$ cat config.mk
export PLATFORM = sky130hd
export DESIGN_NAME = pc_redirect_arb_flat
export DESIGN_NICKNAME = d
export VERILOG_FILES = /design/src/rtl/pc_redirect_arb_if.sv /design/src/rtl/pc_redirect_arb.sv /design/src/flat_wrapper.sv
export SDC_FILE = /design/constraint.sdc
export NUM_CORES = 1
export LEC_CHECK = 0
export BUFFER_PORTS_ARGS = -buffer_cell sky130_fd_sc_hd__buf_2
export CAP_MARGIN = 20
export CELL_PAD_IN_SITES_DETAIL_PLACEMENT = 1
export CELL_PAD_IN_SITES_GLOBAL_PLACEMENT = 2
export CORE_MARGIN = 2
export CORE_UTILIZATION = 29
export DETAILED_ROUTE_END_ITERATION = 16
export MAX_ROUTING_LAYER = met4
export PLACE_DENSITY = 0.91
export SYNTH_ARGS = -nofsm -noshare
export SYNTH_HDL_FRONTEND = slang
export SYNTH_SLANG_ARGS = --single-unit
$ cat constraint.sdc
create_clock -name clk -period 15.34 [get_ports clk]
set_input_delay 1.534 -clock clk [delete_from_list [all_inputs] [get_ports clk]]
set_output_delay 1.534 -clock clk [all_outputs]
set_load 0.05 [all_outputs]
$ cat src/rtl/pc_redirect_arb_if.sv
// Redirect bus between the sub-SIC redirect sources, the arbiter and the fetch PC mux.
// master: source/fetch side; slave: the arbiter.
interface pc_redirect_arb_if #(
  parameter int NUM_SRC  = 4,
  parameter int ID_WIDTH = 8
);
  logic [NUM_SRC-1:0]          src_valid;
  logic [NUM_SRC*32-1:0]       src_pc;
  logic [NUM_SRC*ID_WIDTH-1:0] src_issue_id;
  logic [ID_WIDTH-1:0]         base_id;
  logic                        squash_clr;
  logic                        redir_ready;
  logic                        redir_valid;
  logic [31:0]                 redir_pc;
  logic [ID_WIDTH-1:0]         redir_issue_id;
  logic                        redir_misalign;

  modport master (
    output src_valid, src_pc, src_issue_id, base_id, squash_clr, redir_ready,
    input  redir_valid, redir_pc, redir_issue_id, redir_misalign
  );

  modport slave (
    input  src_valid, src_pc, src_issue_id, base_id, squash_clr, redir_ready,
    output redir_valid, redir_pc, redir_issue_id, redir_misalign
  );
endinterface

$ cat src/rtl/pc_redirect_arb.sv
// Keeps the oldest (by issue age) redirect pulse and offers it to fetch; fences off younger ones after a fire.
// Optional PC_REDIRECT_ALIGN_CHECK_EN adds a registered word-misalignment flag on the pending redirect.
module pc_redirect_arb #(
  parameter int NUM_SRC  = 4,
  parameter int ID_WIDTH = 8
) (
  input logic               clk,
  input logic               rst_n,
  pc_redirect_arb_if.slave  bus
);
  typedef logic [ID_WIDTH-1:0] id_t;
  typedef enum logic {IDLE, HOLD} state_t;

  state_t      state;
  logic [31:0] pend_pc;
  id_t         pend_id;
  logic        fence_valid;
  id_t         fence_id;

  logic        fire;
  logic        filt_valid;
  id_t         filt_age;
  id_t         pend_age;
  id_t         cand_id;
  id_t         cand_age;
  logic        win_valid;
  id_t         win_age;
  id_t         win_id;
  logic [31:0] win_pc;
  logic        load;

  // A firing redirect acts as the fence in its own cycle, so only strictly older pulses survive.
  always_comb begin
    fire       = (state == HOLD) && bus.redir_ready;
    filt_valid = fire || fence_valid;
    filt_age   = (fire ? pend_id : fence_id) - bus.base_id;
    pend_age   = pend_id - bus.base_id;
    cand_id    = '0;
    cand_age   = '0;
    win_valid  = 1'b0;
    win_age    = '0;
    win_id     = '0;
    win_pc     = '0;
    for (int unsigned i = 0; i < NUM_SRC; i++) begin
      cand_id  = bus.src_issue_id[i*ID_WIDTH +: ID_WIDTH];
      cand_age = cand_id - bus.base_id;
      if (bus.src_valid[i] && (!filt_valid || cand_age < filt_age) &&
          (!win_valid || cand_age < win_age)) begin
        win_valid = 1'b1;
        win_age   = cand_age;
        win_id    = cand_id;
        win_pc    = bus.src_pc[i*32 +: 32];
      end
    end
    load = win_valid && ((state == IDLE) || fire || (win_age < pend_age));
  end

`ifdef PC_REDIRECT_ALIGN_CHECK_EN
  logic pend_misalign;
`endif

  always_ff @(posedge clk or negedge rst_n) begin
    if (!rst_n) begin
      state       <= IDLE;
      pend_pc     <= '0;
      pend_id     <= '0;
      fence_valid <= 1'b0;
      fence_id    <= '0;
`ifdef PC_REDIRECT_ALIGN_CHECK_EN
      pend_misalign <= 1'b0;
`endif
    end else begin
      if (load) begin
        pend_pc <= win_pc;
        pend_id <= win_id;
`ifdef PC_REDIRECT_ALIGN_CHECK_EN
        pend_misalign <= (win_pc[1:0] != 2'b00);
`endif
      end
      case (state)
        IDLE:    if (win_valid) state <= HOLD;
        HOLD:    if (fire && !win_valid) state <= IDLE;
        default: state <= IDLE;
      endcase
      if (fire) begin
        fence_valid <= 1'b1;
        fence_id    <= pend_id;
      end else if (bus.squash_clr) begin
        fence_valid <= 1'b0;
      end
    end
  end

  assign bus.redir_valid    = (state == HOLD);
  assign bus.redir_pc       = pend_pc;
  assign bus.redir_issue_id = pend_id;
`ifdef PC_REDIRECT_ALIGN_CHECK_EN
  assign bus.redir_misalign = (state == HOLD) && pend_misalign;
`else
  assign bus.redir_misalign = 1'b0;
`endif
endmodule
$ cat src/flat_wrapper.sv
// flat-port wrapper written by rule: the top's interface ports become plain ports
module pc_redirect_arb_flat 
#(
  parameter int NUM_SRC  = 4,
  parameter int ID_WIDTH = 8
)
  (clk, rst_n, bus_src_valid, bus_src_pc, bus_src_issue_id, bus_base_id, bus_squash_clr, bus_redir_ready, bus_redir_valid, bus_redir_pc, bus_redir_issue_id, bus_redir_misalign);
  pc_redirect_arb_if #(.NUM_SRC(NUM_SRC), .ID_WIDTH(ID_WIDTH)) bus_i ();
  input logic clk;
  input logic rst_n;
  input wire logic [$bits(bus_i.src_valid)-1:0] bus_src_valid;
  input wire logic [$bits(bus_i.src_pc)-1:0] bus_src_pc;
  input wire logic [$bits(bus_i.src_issue_id)-1:0] bus_src_issue_id;
  input wire logic [$bits(bus_i.base_id)-1:0] bus_base_id;
  input wire logic [$bits(bus_i.squash_clr)-1:0] bus_squash_clr;
  input wire logic [$bits(bus_i.redir_ready)-1:0] bus_redir_ready;
  output wire logic [$bits(bus_i.redir_valid)-1:0] bus_redir_valid;
  output wire logic [$bits(bus_i.redir_pc)-1:0] bus_redir_pc;
  output wire logic [$bits(bus_i.redir_issue_id)-1:0] bus_redir_issue_id;
  output wire logic [$bits(bus_i.redir_misalign)-1:0] bus_redir_misalign;
  assign bus_i.src_valid = bus_src_valid;
  assign bus_i.src_pc = bus_src_pc;
  assign bus_i.src_issue_id = bus_src_issue_id;
  assign bus_i.base_id = bus_base_id;
  assign bus_i.squash_clr = bus_squash_clr;
  assign bus_i.redir_ready = bus_redir_ready;
  assign bus_redir_valid = bus_i.redir_valid;
  assign bus_redir_pc = bus_i.redir_pc;
  assign bus_redir_issue_id = bus_i.redir_issue_id;
  assign bus_redir_misalign = bus_i.redir_misalign;
  pc_redirect_arb #(.NUM_SRC(NUM_SRC), .ID_WIDTH(ID_WIDTH)) u_core (.clk(clk), .rst_n(rst_n), .bus(bus_i));
endmodule
# Word level (Yosys, flattened, before mapping)
# Cells that the tools add are included.
# totals
in_bits	176
wordCells	68
ff_bits	50
out_inout_bits	42
# op_classes
reduce_logical	26
bitwise	1
n_addsub	6
magnitude_cmp	8
n_mux	22
# op_table
cell	count
32-bit 2-to-1 mux	4
8-bit 2-to-1 mux	9
8-bit < comparator	8
8-bit subtractor	6
1-bit logical AND	10
1-bit logical OR	10
1-bit 2-to-1 mux	8
1-bit logical NOT	5
1-bit one-hot mux with 2 select lines	1
2-bit nonzero test	1
1-bit NOT	1

# Logic depth before layout (Yosys ltp)
# logic_depth
depth_word	23
ltp_mapped	59
depth_no_buf	50

# Worst setup path before layout
# No wires, ideal clock.
# synth_timing
kind	input -> register
start	input port bus_redir_ready
end	register u_core.pend_id[0] (netlist: u_core.bus.redir_issue_id[0])
required_ps	15212
setup_ps	128
arrival_ps	11916
n_path_buf	9
path_slack_ps	3296
path_stages	58
path_cell_list	nand2_1 mux2_2 ha_1 nor2b_1 o31a_1 o311a_1 o21a_1 nor2_1 xnor3_1 ha_1 nand2b_1 a21oi_1 o31ai_2 nand2_1 clkbuf_1 buf_1 nand2_1 ha_1 [... 22 more ...] a211oi_1 o221ai_2 buf_2 buf_2 a21oi_1 a31oi_1 ha_1 nand4_1 nor2_1 nand3_1 nor2_1 a21oi_1 o21ai_0 a211oi_1 and2_1 clkbuf_1 buf_2 a31oi_1
# synth_via
elab_chain_len	22
word_cells_on_any_way	45
classes_between	add/sub: 1; order compare: 8; mux: 13; reduce/logical: 23
# synth_lines
element	line_no	source
start, declared	flat_wrapper.sv:16	input wire logic [$bits(bus_i.redir_ready)-1:0] bus_redir_ready;
1-bit logical AND *	pc_redirect_arb.sv:34	fire = (state == HOLD) && bus.redir_ready;
8-bit 2-to-1 mux	--	
8-bit subtractor	pc_redirect_arb.sv:36	filt_age = (fire ? pend_id : fence_id) - bus.base_id;
8-bit < comparator	pc_redirect_arb.sv:47	if (bus.src_valid[i] && (!filt_valid || cand_age < filt_age) &&
1-bit logical OR	pc_redirect_arb.sv:47	
1-bit logical AND	pc_redirect_arb.sv:47	
8-bit 2-to-1 mux or 1-bit 2-to-1 mux (tied branches)	pc_redirect_arb.sv:47	
8-bit < comparator or 1-bit logical NOT (tied branches)	pc_redirect_arb.sv:48	(!win_valid || cand_age < win_age)) begin
[... 6 more ...]	--	
8-bit 2-to-1 mux or 1-bit 2-to-1 mux (tied branches)	pc_redirect_arb.sv:47	
8-bit < comparator or 1-bit logical NOT (tied branches)	pc_redirect_arb.sv:48	
1-bit logical OR	pc_redirect_arb.sv:48	
1-bit logical AND	pc_redirect_arb.sv:47	
8-bit 2-to-1 mux	pc_redirect_arb.sv:47	
8-bit < comparator	pc_redirect_arb.sv:55	load = win_valid && ((state == IDLE) || fire || (win_age < pend_age));
1-bit logical OR	pc_redirect_arb.sv:55	
1-bit logical AND	pc_redirect_arb.sv:55	
end signal, assigned	pc_redirect_arb.sv:75	pend_id <= win_id;
end, declared	pc_redirect_arb.sv:16	id_t pend_id;
# Mark *: on every way between the ends. The rest lies on a longest branch, timed or not.
# A chain may end at the register's enable or synchronous reset.

# Worst setup path after layout
# Ends and elaborated chain as after synthesis.

==> results.md <==
| Step | Quantity | Reported |
| --- | --- | --- |
| synthesis | Syn Area/Cell | 7.71 µm² |
| clock network | Clk pin slew, worst setup/hold paths | 70 ps |
| synthesis | EDFF count, synth | 0 |
| setup path | Critical-path cell with the highest stage delay | sky130_fd_sc_hd__o221a_2 |
| min path | Hold path start | u_core.fence_id[2] |
| sta | Fin worst setup slack | 1630 ps |
| sta | Total negative setup slack | 0 ps |
| detailed routing | Final routed wirelength across all metal layers | 25800 µm |
| setup path | Worst endpoint required time | 15510 ps |
| floorplanning | Die Area | 24700 µm² |
| clock network | Clk Latency, worst-skew pair | 300 ps |
| clock network | Cell chosen for the clock root | sky130_fd_sc_hd__clkbuf_16 |
| setup path | Nature of the critical path startpoint | input pin |
| global route | First-pass GRT wire length | 39400 µm |
| setup path | Reg2Reg Setup Slack | 2540 ps |
| cells and area | Final std cells w/o fill | 1387 |
| global route | Met2 layer usage reported by global route | 0.353 |
| floorplanning | I/O pin cnt | 218 |
| setup path | Highest net fanout along the worst path | 31 |
| sta | Fin Clk Skew | 8.64 ps |
| placement | Final RePlAce weighted congestion | 0.857 |
| placement | IO Port Bufs | 216 |
| floorplanning | Core area | 23300 µm² |
| floorplanning | X dimension of the die | 157 µm |
| synthesis | Netlist area before placement | 6810 µm² |
| synthesis | Share of synthesized flip-flops with an asynchronous set or reset | 1.00 |
| cells and area | Share of final-layout standard cells stronger than drive strength 1 | 0.283 |
| placement | Worst slack, placed | 1350 ps |
| placement | DP HPWL | 20600 µm |
| synthesis | Synthesized netlist cell count | 884 |
| min path | Classification of the worst-slack hold path | reg2reg |
| cells and area | Post-layout instance area | 8350 µm² |
| detailed routing | DRC violation count after routing | 0 |
| detailed routing | Number of DRC violations after detailed-routing iteration 0 | 326 |
| detailed routing | Vias | 7234 |
| global route | Total global routing track utilization | 0.207 |
| synthesis | Number of nets in the synthesized netlist | 1155 |
| sta | Final Critical Period | 13710 ps |
| synthesis | Distinct cell type count after synthesis | 63 |
| setup path | FF-to-FF Start | u_core.bus.redir_valid |
| global route | Maximum number of pins on one net before global-route repair | 65 |
| clock network | Clk sinks | 50 |
| placement | Cell count after placement | 1378 |
| global route | Met1 global-route usage | 0.272 |
| sta | Max Transition Viols Final | 0 |
| global route | Most utilized layer in the global route result | met2 |
| synthesis | Yosys reg bits | 50 |
| placement | Post-detailed-placement cell area | 8200 µm² |
| sta | Final Hold Viols | 0 |
| sta | F_max | 0.0730 GHz |
| clock network | Total CTS buffers | 5 |
| setup path | Endpoint type of the worst setup path | flop |
| floorplanning | Initial Util | 0.293 |
| setup path | Highest cell delay on the worst timing path | 660 ps |
| setup path | Classification of the worst setup path | in2reg |
| global route | Met3 usage | 0.0190 |
| synthesis | Dominant cells by area after synthesis | sky130_fd_sc_hd__dfrtp_1 18%, sky130_fd_sc_hd__ha_1 16%, sky130_fd_sc_hd__mux2_2 8.1% |
| clock network | H-tree level count | 2 |
| clock network | CTS tree | done |
| global route | Antenna violations before repair | 0 |
| sta | Final count of negative-setup-slack endpoints | 0 |
| synthesis | Library cell occupying the most area in the post-synthesis netlist | sky130_fd_sc_hd__dfrtp_1 |
| clock network | Total of cells resized after clock tree synthesis | 0 |
| status | Run status | complete, no violations |
| synthesis | Warnings from Yosys | 0 |
| cells and area | Syn-to-layout area delta | 22.5% |
| setup path | Worst EP arrival | 13870 ps |
| floorplanning | Height of the die | 157 µm |
| detailed routing | WL per Instance | 18.6 µm |
| sta | Setup repair after global routing missed its margin | false |
| run | Maximum Capacitance Violations | 0 |
| synthesis | Share of the yosys chip area belonging to registers | 0.184 |
| setup path | Cell depth of the worst flop-to-flop path | 49 |
| detailed routing | Via count normalized by instance count | 5.22 |
| floorplanning | Number of rows in the core area | 56 |
| cells and area | Net total in the final layout | 1337 |
| sta | Final period util | 0.893 |
| clock network | CTS hold repair buffers | 0 |
| global route | Via count of the first global-routing pass | 7205 |
| detailed routing | Number of antenna-violating nets in the routed design | 0 |
| setup path | Reg2reg end | u_core.bus.redir_issue_id[0] |
| synthesis | Most used flip-flop cell after synthesis | sky130_fd_sc_hd__dfrtp_1 |
| sta | Worst slew margin relative to its limit | 0.539 |
| sta | Slew at the pin closest to its max-slew limit | 692 ps |
| clock network | Longest Clk Path Bufs | 2 |
| min path | End point of the most critical hold path | u_core.fence_id[2] |
| synthesis | Area fraction of the dominant cell type after synthesis | 0.184 |
| global route | Total congestion overflow | 0 |
| detailed routing | First-pass iteration count of the detailed router | 4 |
| clock network | Post-CTS Repair Setup Buffers | 0 |
| min path | Hold path depth | 1 |
[kinds of logic (layout without fill, tap and decap cells)]
group | after synthesis | after routing | synth area share
AOI/OAI and AO/OA | 327 | 327 | 0.295
and+or+nand+nor | 240 | 240 | 0.162
adders and majority gates | 96 | 96 | 0.183
buffers and inverters | 91 | 274 | 0.0545
muxes | 51 | 51 | 0.0839
DFF | 50 | 50 | 0.184
xor gates and xnor gates | 28 | 28 | 0.0380
other | 1 | 2 | 0.000550
[Yosys cell counts (7+ instances only)]
master / count
sky130_fd_sc_hd__nand2_1: 109
sky130_fd_sc_hd__a211oi_1: 9
sky130_fd_sc_hd__nor2_1: 34
sky130_fd_sc_hd__a21o_1: 24
sky130_fd_sc_hd__inv_1: 38
sky130_fd_sc_hd__xnor2_1: 18
sky130_fd_sc_hd__buf_1: 8
sky130_fd_sc_hd__dfrtp_1: 50
sky130_fd_sc_hd__nand2b_1: 16
sky130_fd_sc_hd__a21oi_1: 87
sky130_fd_sc_hd__o21ai_1: 10
sky130_fd_sc_hd__a31oi_1: 43
sky130_fd_sc_hd__xor2_1: 9
sky130_fd_sc_hd__ha_1: 89
sky130_fd_sc_hd__nand3_1: 43
sky130_fd_sc_hd__buf_2: 15
sky130_fd_sc_hd__o21ai_0: 101
sky130_fd_sc_hd__o21a_1: 8
sky130_fd_sc_hd__mux2_2: 49
sky130_fd_sc_hd__clkbuf_1: 27
sky130_fd_sc_hd__nor2b_1: 7
[placed cells by master (no fill, tap or decap), drive strengths merged, types with 5 or more instances in the layout]
cell type and n:
clkbuf 5, a211oi 9, and2 5, a21oi 88
fa 6, xnor2 18, o21a 8, mux2 49
o221ai 5, nand3 43, o31ai 7, dfrtp 50
ha 89, xor2 9, nor3 7, nand2 109
a21o 24, nor2 35, a31oi 44, inv 38
buf 228, nand2b 16, o21ai 111, nor2b 7
[sequential cells by signal, summed over array words and instances (netlist names)]
signal                     flops
u_core.bus.redir_valid         1
u_core.bus.redir_pc           32
u_core.fence_valid             1
u_core.fence_id                8
u_core.bus.redir_issue_id      8
[how the worst max path moves through the flow]
stage	start	to	slack, ps	cells after the start
after floorplan	bus_redir_ready	u_core.bus.redir_issue_id[0]	3300	58
after global placement	bus_redir_ready	u_core.bus.redir_issue_id[0]	1830	50
after detailed placement	bus_redir_ready	u_core.bus.redir_pc[9]	1350	49
after CTS	bus_redir_ready	u_core.bus.redir_issue_id[0]	1660	49
after global routing	bus_redir_ready	u_core.bus.redir_pc[23]	660	52
final	bus_redir_ready	u_core.bus.redir_issue_id[0]	1630	50
[critical path, delay by kind of cell]
kind | cells | cell delay, ps
AOI/OAI and AO/OA | 28 | 6710
and+or+nand+nor | 11 | 2170
adders and majority gates | 6 | 1670
buffers and inverters | 3 | 980
muxes | 1 | 420
xor gates and xnor gates | 1 | 310
[per-stage QoR]
stage	hold WS [ps]	utilization
floorplan	457	-
global placement	485	0.352
detailed placement	492	0.352
CTS	508	0.359
global route	522	0.359
finish	507	0.359
[metal layers]
metal	vias up	wire length [µm]	part of all wire
met2	149	12800	0.50
met1	3469	11900	0.46
li1	3598	-	-
met4	0	275	0.011
met5	-	0	0
met3	18	793	0.031
[cell type report]
class / count / area, µm²
Tap cell: 319 / 399
Multi-Input combinational cell: 743 / 5230
Sequential cell: 50 / 1250
Antenna cell: 1 / 2.50
Inverter: 38 / 143
Fill cell: 2990 / 14900
Clock inverter: 3 / 21.3
Timing Repair Buffer: 228 / 1170
Clock buffer: 5 / 125
Power is left out: the tool's default activity adds up to more than one toggle a clock period on the data nets, which glitch-free logic cannot reach.
